## src/rtl/keypad_scan_fifo_if.sv

```systemverilog
// Keypad scanner bus: matrix lines plus
// the host-side key queue handshake.
interface keypad_scan_fifo_if #(
  parameter int ROWS   = 4,
  parameter int COLS   = 3,
  parameter int CODE_W = 6
);
  logic [ROWS-1:0]   ROW_IN;
  logic [COLS-1:0]   COL_OUT;
  logic [CODE_W-1:0] KEY_DATA;
  logic              KEY_VALID;
  logic              KEY_ACK;
  logic              INTERRUPT;
  logic              OVERFLOW;
  logic              CLR_OVF;

  modport master (
    input  ROW_IN,
    input  KEY_ACK,
    input  CLR_OVF,
    output COL_OUT,
    output KEY_DATA,
    output KEY_VALID,
    output INTERRUPT,
    output OVERFLOW
  );

  modport slave (
    output ROW_IN,
    output KEY_ACK,
    output CLR_OVF,
    input  COL_OUT,
    input  KEY_DATA,
    input  KEY_VALID,
    input  INTERRUPT,
    input  OVERFLOW
  );
endinterface

```

## src/rtl/keypad_scan_fifo.sv

```systemverilog
// Matrix keypad scanner with frame debounce
// and a show-ahead key-code queue.
module keypad_scan_fifo #(
  parameter int ROWS       = 4,
  parameter int COLS       = 3,
  parameter int SCAN_DIV   = 2272727,
  parameter int DEBOUNCE   = 3,
  parameter int FIFO_DEPTH = 4,
  parameter int CODE_W     = 6
) (
  input logic CLK,
  input logic RST_N,
  keypad_scan_fifo_if.master bus
);
  localparam int CNT_W = $clog2(SCAN_DIV);
  localparam int COL_W = $clog2(COLS);
  localparam int PTR_W = $clog2(FIFO_DEPTH);
  localparam int LVL_W = PTR_W + 1;

  localparam logic [CNT_W-1:0] CNT_MAX =
    CNT_W'(SCAN_DIV - 1);
  localparam logic [COL_W-1:0] COL_LAST =
    COL_W'(COLS - 1);
  localparam logic [3:0] DB = 4'(DEBOUNCE);
  localparam logic [LVL_W-1:0] FULL =
    LVL_W'(FIFO_DEPTH);
  localparam logic [CODE_W-1:0] ROWS_C =
    CODE_W'(ROWS);

  typedef enum logic {IDLE, HELD} state_t;

  logic [CNT_W-1:0]  cnt;
  logic [COL_W-1:0]  col_idx;
  logic [COLS-1:0]   col_out;
  logic              tick;
  logic              frame_end;

  logic              acc_found;
  logic [CODE_W-1:0] acc_code;
  logic              cand_found;
  logic [CODE_W-1:0] cand_code;
  logic [3:0]        stable;

  logic [CODE_W-1:0] row_sel;
  logic              hit;
  logic [CODE_W-1:0] cur_code;
  logic              frm_found;
  logic [CODE_W-1:0] frm_code;
  logic              same;
  logic [3:0]        stable_nxt;

  state_t            state;
  state_t            state_nxt;
  logic              push;

  logic [CODE_W-1:0] mem [FIFO_DEPTH];
  logic [PTR_W-1:0]  wptr;
  logic [PTR_W-1:0]  rptr;
  logic [LVL_W-1:0]  level;
  logic              valid;
  logic              full;
  logic              do_pop;
  logic              wr_en;
  logic              drop;
  logic              irq;
  logic              ovf;

  assign tick      = (cnt == CNT_MAX);
  assign frame_end = tick && (col_idx == COL_LAST);

  // Column step timer and one-hot column drive.
  always_ff @(posedge CLK) begin
    if (!RST_N) begin
      cnt     <= '0;
      col_idx <= '0;
      col_out <= COLS'(1);
    end else if (tick) begin
      cnt     <= '0;
      col_idx <= frame_end ? '0 : col_idx + 1'b1;
      col_out <= {col_out[COLS-2:0],
                  col_out[COLS-1]};
    end else begin
      cnt <= cnt + 1'b1;
    end
  end

  // Lowest asserted row of the driven column.
  always_comb begin
    row_sel = '0;
    for (int r = ROWS - 1; r >= 0; r--) begin
      if (bus.ROW_IN[r]) row_sel = CODE_W'(r);
    end
  end

  assign hit       = |bus.ROW_IN;
  assign cur_code  = CODE_W'(col_idx) * ROWS_C
                   + row_sel;
  assign frm_found = acc_found | (tick & hit);
  assign frm_code  = acc_found ? acc_code
                               : cur_code;

  assign same = (frm_found == cand_found) &&
                (!frm_found ||
                 frm_code == cand_code);
  assign stable_nxt = !same ? 4'd1 :
                      (stable == DB) ? DB :
                      stable + 4'd1;

  // First key of the frame, then debounce run.
  always_ff @(posedge CLK) begin
    if (!RST_N) begin
      acc_found  <= 1'b0;
      acc_code   <= '0;
      cand_found <= 1'b0;
      cand_code  <= '0;
      stable     <= '0;
    end else if (frame_end) begin
      acc_found  <= 1'b0;
      cand_found <= frm_found;
      cand_code  <= frm_code;
      stable     <= stable_nxt;
    end else if (tick && !acc_found && hit) begin
      acc_found <= 1'b1;
      acc_code  <= cur_code;
    end
  end

  // Press/release state register.
  always_ff @(posedge CLK) begin
    if (!RST_N) state <= IDLE;
    else        state <= state_nxt;
  end

  // Accept on a stable key, re-arm on stable release.
  always_comb begin
    state_nxt = state;
    if (frame_end && stable_nxt == DB) begin
      unique case (state)
        IDLE: if (frm_found)  state_nxt = HELD;
        HELD: if (!frm_found) state_nxt = IDLE;
      endcase
    end
  end

  // Push request for a newly accepted key.
  always_comb begin
    push = frame_end && state == IDLE &&
           frm_found && stable_nxt == DB;
  end

  assign valid  = (level != '0);
  assign full   = (level == FULL);
  assign do_pop = bus.KEY_ACK & valid;
  assign wr_en  = push & (~full | do_pop);
  assign drop   = push & full & ~do_pop;

  // Queue storage; contents are don't-care when empty.
  always_ff @(posedge CLK) begin
    if (wr_en) mem[wptr] <= frm_code;
  end

  // Queue pointers, interrupt and sticky overflow.
  always_ff @(posedge CLK) begin
    if (!RST_N) begin
      wptr  <= '0;
      rptr  <= '0;
      level <= '0;
      irq   <= 1'b0;
      ovf   <= 1'b0;
    end else begin
      if (wr_en)  wptr <= wptr + 1'b1;
      if (do_pop) rptr <= rptr + 1'b1;
      level <= level + LVL_W'(wr_en)
                     - LVL_W'(do_pop);
      irq   <= wr_en;
      if (drop)             ovf <= 1'b1;
      else if (bus.CLR_OVF) ovf <= 1'b0;
    end
  end

  assign bus.COL_OUT   = col_out;
  assign bus.KEY_VALID = valid;
  assign bus.KEY_DATA  = valid ? mem[rptr] : '0;
  assign bus.INTERRUPT = irq;
  assign bus.OVERFLOW  = ovf;

endmodule

```

## src/flat_wrapper.sv

```systemverilog
// flat-port wrapper written by rule: the top's interface ports become plain ports
module keypad_scan_fifo_flat 
#(
  parameter int ROWS       = 4,
  parameter int COLS       = 3,
  parameter int SCAN_DIV   = 2272727,
  parameter int DEBOUNCE   = 3,
  parameter int FIFO_DEPTH = 4,
  parameter int CODE_W     = 6
)
  (CLK, RST_N, bus_ROW_IN, bus_KEY_ACK, bus_CLR_OVF, bus_COL_OUT, bus_KEY_DATA, bus_KEY_VALID, bus_INTERRUPT, bus_OVERFLOW);
  keypad_scan_fifo_if #(.ROWS(ROWS), .COLS(COLS), .CODE_W(CODE_W)) bus_i ();
  input logic CLK;
  input logic RST_N;
  input wire logic [$bits(bus_i.ROW_IN)-1:0] bus_ROW_IN;
  input wire logic [$bits(bus_i.KEY_ACK)-1:0] bus_KEY_ACK;
  input wire logic [$bits(bus_i.CLR_OVF)-1:0] bus_CLR_OVF;
  output wire logic [$bits(bus_i.COL_OUT)-1:0] bus_COL_OUT;
  output wire logic [$bits(bus_i.KEY_DATA)-1:0] bus_KEY_DATA;
  output wire logic [$bits(bus_i.KEY_VALID)-1:0] bus_KEY_VALID;
  output wire logic [$bits(bus_i.INTERRUPT)-1:0] bus_INTERRUPT;
  output wire logic [$bits(bus_i.OVERFLOW)-1:0] bus_OVERFLOW;
  assign bus_i.ROW_IN = bus_ROW_IN;
  assign bus_i.KEY_ACK = bus_KEY_ACK;
  assign bus_i.CLR_OVF = bus_CLR_OVF;
  assign bus_COL_OUT = bus_i.COL_OUT;
  assign bus_KEY_DATA = bus_i.KEY_DATA;
  assign bus_KEY_VALID = bus_i.KEY_VALID;
  assign bus_INTERRUPT = bus_i.INTERRUPT;
  assign bus_OVERFLOW = bus_i.OVERFLOW;
  keypad_scan_fifo #(.ROWS(ROWS), .COLS(COLS), .SCAN_DIV(SCAN_DIV), .DEBOUNCE(DEBOUNCE), .FIFO_DEPTH(FIFO_DEPTH), .CODE_W(CODE_W)) u_core (.CLK(CLK), .RST_N(RST_N), .bus(bus_i));
endmodule
```

## config.mk

```make
export PLATFORM = sky130hd
export DESIGN_NAME = keypad_scan_fifo_flat
export DESIGN_NICKNAME = d
export VERILOG_FILES = /design/src/rtl/keypad_scan_fifo_if.sv /design/src/rtl/keypad_scan_fifo.sv /design/src/flat_wrapper.sv
export SDC_FILE = /design/constraint.sdc
export NUM_CORES = 1
export LEC_CHECK = 0
export CAP_MARGIN = 15
export CORE_MARGIN = 5
export CORE_UTILIZATION = 40
export CTS_CLUSTER_SIZE = 28
export DETAILED_ROUTE_END_ITERATION = 8
export DONT_BUFFER_PORTS = 1
export PLACE_DENSITY = 0.62
export RECOVER_POWER = 25
export SLEW_MARGIN = 20
export SYNTH_ARGS = -nofsm -noshare
export SYNTH_HDL_FRONTEND = slang
export SYNTH_SLANG_ARGS = --single-unit
```

## constraint.sdc

```tcl
create_clock -name CLK -period 3.45 [get_ports CLK]
set_clock_uncertainty 0.2 [all_clocks]
set_input_delay 0.1725 -clock CLK [delete_from_list [all_inputs] [get_ports CLK]]
set_output_delay 0.1725 -clock CLK [all_outputs]
set_load 0.01 [all_outputs]
```

After elaboration in Yosys (flattened, before gate mapping) --
Memories as Yosys holds them, arrays and structs flattened. A register that Yosys moved wholly into a read port is not among the register bits. Index checks and enable logic that the tools add are counted.
Word-level totals: output and inout bits 12, bits in read-only memories 0, memories 1, bits in latches 0, flip-flop bits (word level) 55, bits in writable memories 24, input bits 8
Cells by class: eq/ne operators 7, shift-type cells 0, multiplexer cells 16, multipliers 0, $lt $le $gt $ge 0, reduce and logical (&&, ||, !) cells 17, add/subtract/negate cells 8, divide/modulo/power cells 0, bitwise logic cells 12
Memories:
- u_core.mem | words 4, width 6, read ports 1, clocked after Yosys merged registers in 1, wr ports 1, line keypad_scan_fifo.sv:56 | logic [CODE_W-1:0] mem [FIFO_DEPTH];
Operators with widths (count):
- $add A22 B1 Y22 const B | 1
- $eq A22 B22 Y1 const B | 1
- $mux W2 | 7
- $mux W6 | 2
- $eq A4 B2 Y1 const B | 2
- $logic_and A1 B1 Y1 | 8
- $mux W4 | 2
- $add A2 B1 Y2 const B | 3
- $eq A6 B6 Y1 | 1
- $add A4 B2 Y5 | 1
- $and A1 B1 Y1 | 5
- $mux W1 | 5
- $not A1 Y1 | 5
- $add A4 B1 Y4 const B | 1
- $reduce_or A2 Y1 | 2
- $reduce_or A4 Y1 | 1
- $add A3 B1 Y3 | 1
- $eq A3 B3 Y1 const B | 1
- $reduce_bool A3 Y1 | 1
- $sub A3 B1 Y3 | 1
- $eq A2 B2 Y1 const B | 1
- $logic_not A1 Y1 | 2
- $or A1 B1 Y1 | 2
- $reduce_and A2 Y1 | 1
- 3 further kinds | 3

Depth between registers and ports, before layout --
depth in word-level cells 15, depth in mapped cells 13

Worst setup path after synthesis --
No wires, ideal clock.
path kind reg2reg, start point reg u_core.acc_found, end point reg u_core.level[2], stages on the path, launching flop included 12, arrival 2.615 ns, buffers on the path 0, required time 3.122 ns, setup slack 0.507 ns, path through dfxtp_1 inv_1 a221oi_2 xor2_1 nor3_2 and3_4 ha_1 inv_1 fa_1 xor2_1 xnor2_1 nor2_1
Between the ends: cells in the longest elaborated chain, start to end 10, elaborated cells on any way between the ends 14, classes of those cells add/sub (2); eq/ne (3); mux (2); bitwise (2); reduce/logical (5)
Ends and longest elaborated chain:
- start, declared | line keypad_scan_fifo.sv:38 | logic acc_found;
- start signal, assigned | line keypad_scan_fifo.sv:112 | acc_found <= 1'b0;
- start signal, assigned | line keypad_scan_fifo.sv:118 | acc_found <= 1'b0;
- start signal, assigned | line keypad_scan_fifo.sv:123 | acc_found <= 1'b1;
- $mux W6 | line keypad_scan_fifo.sv:99 | assign frm_code = acc_found ? acc_code
- via u_core.frm_code[0] | line keypad_scan_fifo.sv:48 | logic [CODE_W-1:0] frm_code;
- $eq A6 B6 Y1 | line keypad_scan_fifo.sv:104 | frm_code == cand_code);
- $logic_or A1 B1 Y1 | line keypad_scan_fifo.sv:103 | (!frm_found ||
- $logic_and A1 B1 Y1 | line keypad_scan_fifo.sv:102 | assign same = (frm_found == cand_found) &&
- $mux W4 | line keypad_scan_fifo.sv:105 | assign stable_nxt = !same ? 4'd1 :
- $eq A4 B2 Y1 | line keypad_scan_fifo.sv:148 | frm_found && stable_nxt == DB;
- $logic_and A1 B1 Y1 | line keypad_scan_fifo.sv:148
- $and A1 B1 Y1 | line keypad_scan_fifo.sv:154 | assign wr_en = push & (~full | do_pop);
- via u_core.wr_en | line keypad_scan_fifo.sv:63 | logic wr_en;
- $add A3 B1 Y3 | line keypad_scan_fifo.sv:173 | level <= level + LVL_W'(wr_en)
- $sub A3 B1 Y3 | line keypad_scan_fifo.sv:174 | - LVL_W'(do_pop);
- end signal, assigned | line keypad_scan_fifo.sv:173
- end, declared | line keypad_scan_fifo.sv:59 | logic [LVL_W-1:0] level;
The timed path passes the listed nets, and every way through them passes these cells. A chain may end at the register's enable or synchronous reset.

Final worst setup path --
start point reg u_core.cnt[7], end point reg u_core.level[2]
Between the ends: cells in the longest elaborated chain, start to end 12, elaborated cells on any way between the ends 16, classes of those cells add/sub (2); eq/ne (3); mux (1); bitwise (3); reduce/logical (7)
Ends and longest elaborated chain:
- start, declared | line keypad_scan_fifo.sv:32 | logic [CNT_W-1:0] cnt;
- start signal, assigned | line keypad_scan_fifo.sv:83 | cnt <= cnt + 1'b1;
- $eq A22 B22 Y1 * | line keypad_scan_fifo.sv:68 | assign tick = (cnt == CNT_MAX);
- $and A1 B1 Y1 | line keypad_scan_fifo.sv:98 | assign frm_found = acc_found | (tick & hit);
- $or A1 B1 Y1 | line keypad_scan_fifo.sv:98
- $logic_not A1 Y1 | line keypad_scan_fifo.sv:103
- $logic_or A1 B1 Y1 | line keypad_scan_fifo.sv:103
- $logic_and A1 B1 Y1 | line keypad_scan_fifo.sv:102
- $mux W4 | line keypad_scan_fifo.sv:105
- $eq A4 B2 Y1 | line keypad_scan_fifo.sv:148
- $logic_and A1 B1 Y1 * | line keypad_scan_fifo.sv:148
- $and A1 B1 Y1 * | line keypad_scan_fifo.sv:154
- via u_core.wr_en | line keypad_scan_fifo.sv:63
- $add A3 B1 Y3 * | line keypad_scan_fifo.sv:173
- $sub A3 B1 Y3 * | line keypad_scan_fifo.sv:174
Mark *: on every way through the listed nets, which the timed path passes. The rest lies on a longest branch.

==> metrics.txt <==
GRT Total Usage 13.6%; post-place setup slack 0.225 ns; top-count cell post-synth dfxtp_1; class of the worst hold path input pin to register; Die W 101 um; Final Setup Violations 0; number of synthesized register bits 69; area of the multi-input gates 1630 um2; slew margin rel. 44.6%; grt total ovfl 0; post-synthesis cell area 3280 um2; synth warn 0; area delta synth->final 12.8%; final-report hold violation count 0; DR pass1 iterations 4; P_leak 1.33 nW; nets@finish 357; antenna violations before repair 0; Setup Buffers After CTS 0; max_cap viols 0; RSZ-0062 raised after global routing false; initial core utilization 40.5%; Initial DRC Count 93; Tot Pwr 1.93 mW; commonest cells in the netlist dfxtp_1, nor2_1, nand2_1; Core Footprint 8090 um2; first-pass GRT wire length 10.8 mm; setup tns final 0 ns; Fillers 788; Synth async-reset ratio 0%; post-synth top area cell dfxtp_1; Post-DP HPWL 4.31 mm; Die Ht 101 um; die area 10100 um2; Vias per Instance 5.06; Power Density 522 nW/um2; element type at the critical path start register; final worst slack 0.241 ns; H-tree Lvls 3; clk buf depth 2; CP Data Arrival Time 3.22 ns; Site Rows 33; Worst-Margin Slew 0.830 ns; # DRC 0; crit end category register; Area contributors post-synth dfxtp_1, edfxtp_1, nor2_1; Final Cycle Share 93.0%; CTS Sinks 69; antenna-violating nets left 0; Top FF cell, synth dfxtp_1; Peak VDD IR 0.224 mV; wire per inst 13.6 um; fin crit period 3.21 ns; Min Hold Slack 0.0134 ns; synth unique cells 57; worst-skew pair later-pin latency 0.35 ns; Max FO, Critical Path 12; final max-slew violation count 0; Routability Congestion 0.775; ant diodes 0; Sequential Area 1540 um2; clk slew on worst S/H paths 0.08 ns; CTS buffer count 9; CTS tree yes; vias in the first global route 2274; Yosys top cell area share 32.4%; EDFF count, synth 16; share of cells above drive strength 1 12.8%; clock root buffer clkbuf_8; CP Class register to register; Max Freq 312 MHz; Post-Synthesis Cells 324; outcome finished clean; Routed WL 6.11 mm; Mapped Avg Cell Area 10.1 um2; IO buf count 0; total number of vias 2274; pin count of the biggest net entering global routing 25; Critical Path RT 3.46 ns; sequential area share after synthesis 47.0%; top-level I/O count 20
where the power goes:
part           internal (mW)  switching, mW  total, mW
clock                  0.454          0.329      0.783
sequential             0.860         0.0393      0.899
combinational          0.120          0.126      0.246
path summary, 6_finish.rpt:
| kind | from | to | slack (ns) | cells after the start |
|---|---|---|---|---|
| min | bus_ROW_IN[2] | u_core.acc_code[0]$_SDFFE_PN0P_ | 0.01 | 4 |
| max | u_core.cnt[7]$_SDFF_PP0_ | u_core.level[2]$_SDFF_PN0_ | 0.24 | 11 |
| min reg2reg | u_core.cnt[0]$_SDFF_PP0_ | u_core.cnt[0]$_SDFF_PP0_ | 0.26 | 1 |
| max reg2reg | u_core.cnt[7]$_SDFF_PP0_ | u_core.level[2]$_SDFF_PN0_ | 0.24 | 11 |
state kept, by name, summed over array words and instances, names as in the netlist, 2 cells and up, named ones only:
name	count
u_core.cnt	22
u_core.bus.COL_OUT	3
u_core.stable	4
u_core.wptr	2
u_core.rptr	2
u_core.cand_code	4
u_core.acc_code	4
u_core.col_idx	2
u_core.level	3
u_core.mem	16
repair_timing:
item	4_1_cts	5_1_grt
endpoints found under the setup margin	0	1
endpoints found under the hold margin	21	0
hold buffers	8	0
gates resized for setup	0	2
per-stage QoR:
step	cell area [um2]	util, %	cells
2_1_floorplan	3280	-	325
3_3_place_gp	3390	41.9	425
3_5_place_dp	3390	41.9	425
4_1_cts	3710	45.9	449
5_1_grt	3700	45.7	449
6_report	3700	45.7	449
cell usage in the layout (no fill, tap or decap), drive strengths merged, types with 3 or more instances in the layout:
master        n
nor2         49
o211ai        3
and4bb        3
nand2        26
and2         13
nand3        13
nor3          8
nand4        11
inv          13
nand2b        4
ha            9
edfxtp       16
dlygate4sd3   8
xnor2        10
or4           3
a21oi        14
clkbuf       12
nor4b         4
xor2         19
dfxtp        53
o21ai         4
nor2b         4
or3           3
mux4          4
mux2i         6
final cells by class:
type,count,area share [%]
Clock buffer,10,4.03
Clock inverter,6,2.50
Inverter,12,1.22
Multi-Input combinational cell,235,44.2
Sequential cell,69,41.7
Tap cell,105,3.55
Timing Repair Buffer,12,2.77
logic make-up (layout without fill, tap and decap cells):
group	Yosys count	after routing	share of synthesized area (%)
AOI/OAI and AO/OA	29	29	6.07
xor gates and xnor gates	29	29	7.75
adders and majority gates	10	10	4.05
other	1	2	0.114
and+or+nand+nor	153	153	26.7
buffers and inverters	21	40	3.02
muxes	12	12	5.27
DFF	69	69	47.0
worst max-delay path, stage by stage, from the launching register on:
cell,delay (ns)
dfxtp_1,0.42
nand4_2,0.16
or2_1,0.25
or4_4,0.63
nor2b_4,0.19
and3_4,0.22
ha_1,0.14
inv_1,0.05
fa_1,0.43
xor2_1,0.18
xnor2_1,0.14
nor2_1,0.05
layer usage:
metal  share of wire, %  vias up  wire, um  GRT usage (%)
met5                  0        -         0              0
li1                   -     1151         -              -
met1                 48     1093      2940           17.4
met4                1.0        0        61           4.97
met2                 47       26      2850           21.3
met3                4.1        4       253           4.50
No activity file was read; power rests on OpenSTA's default activity.
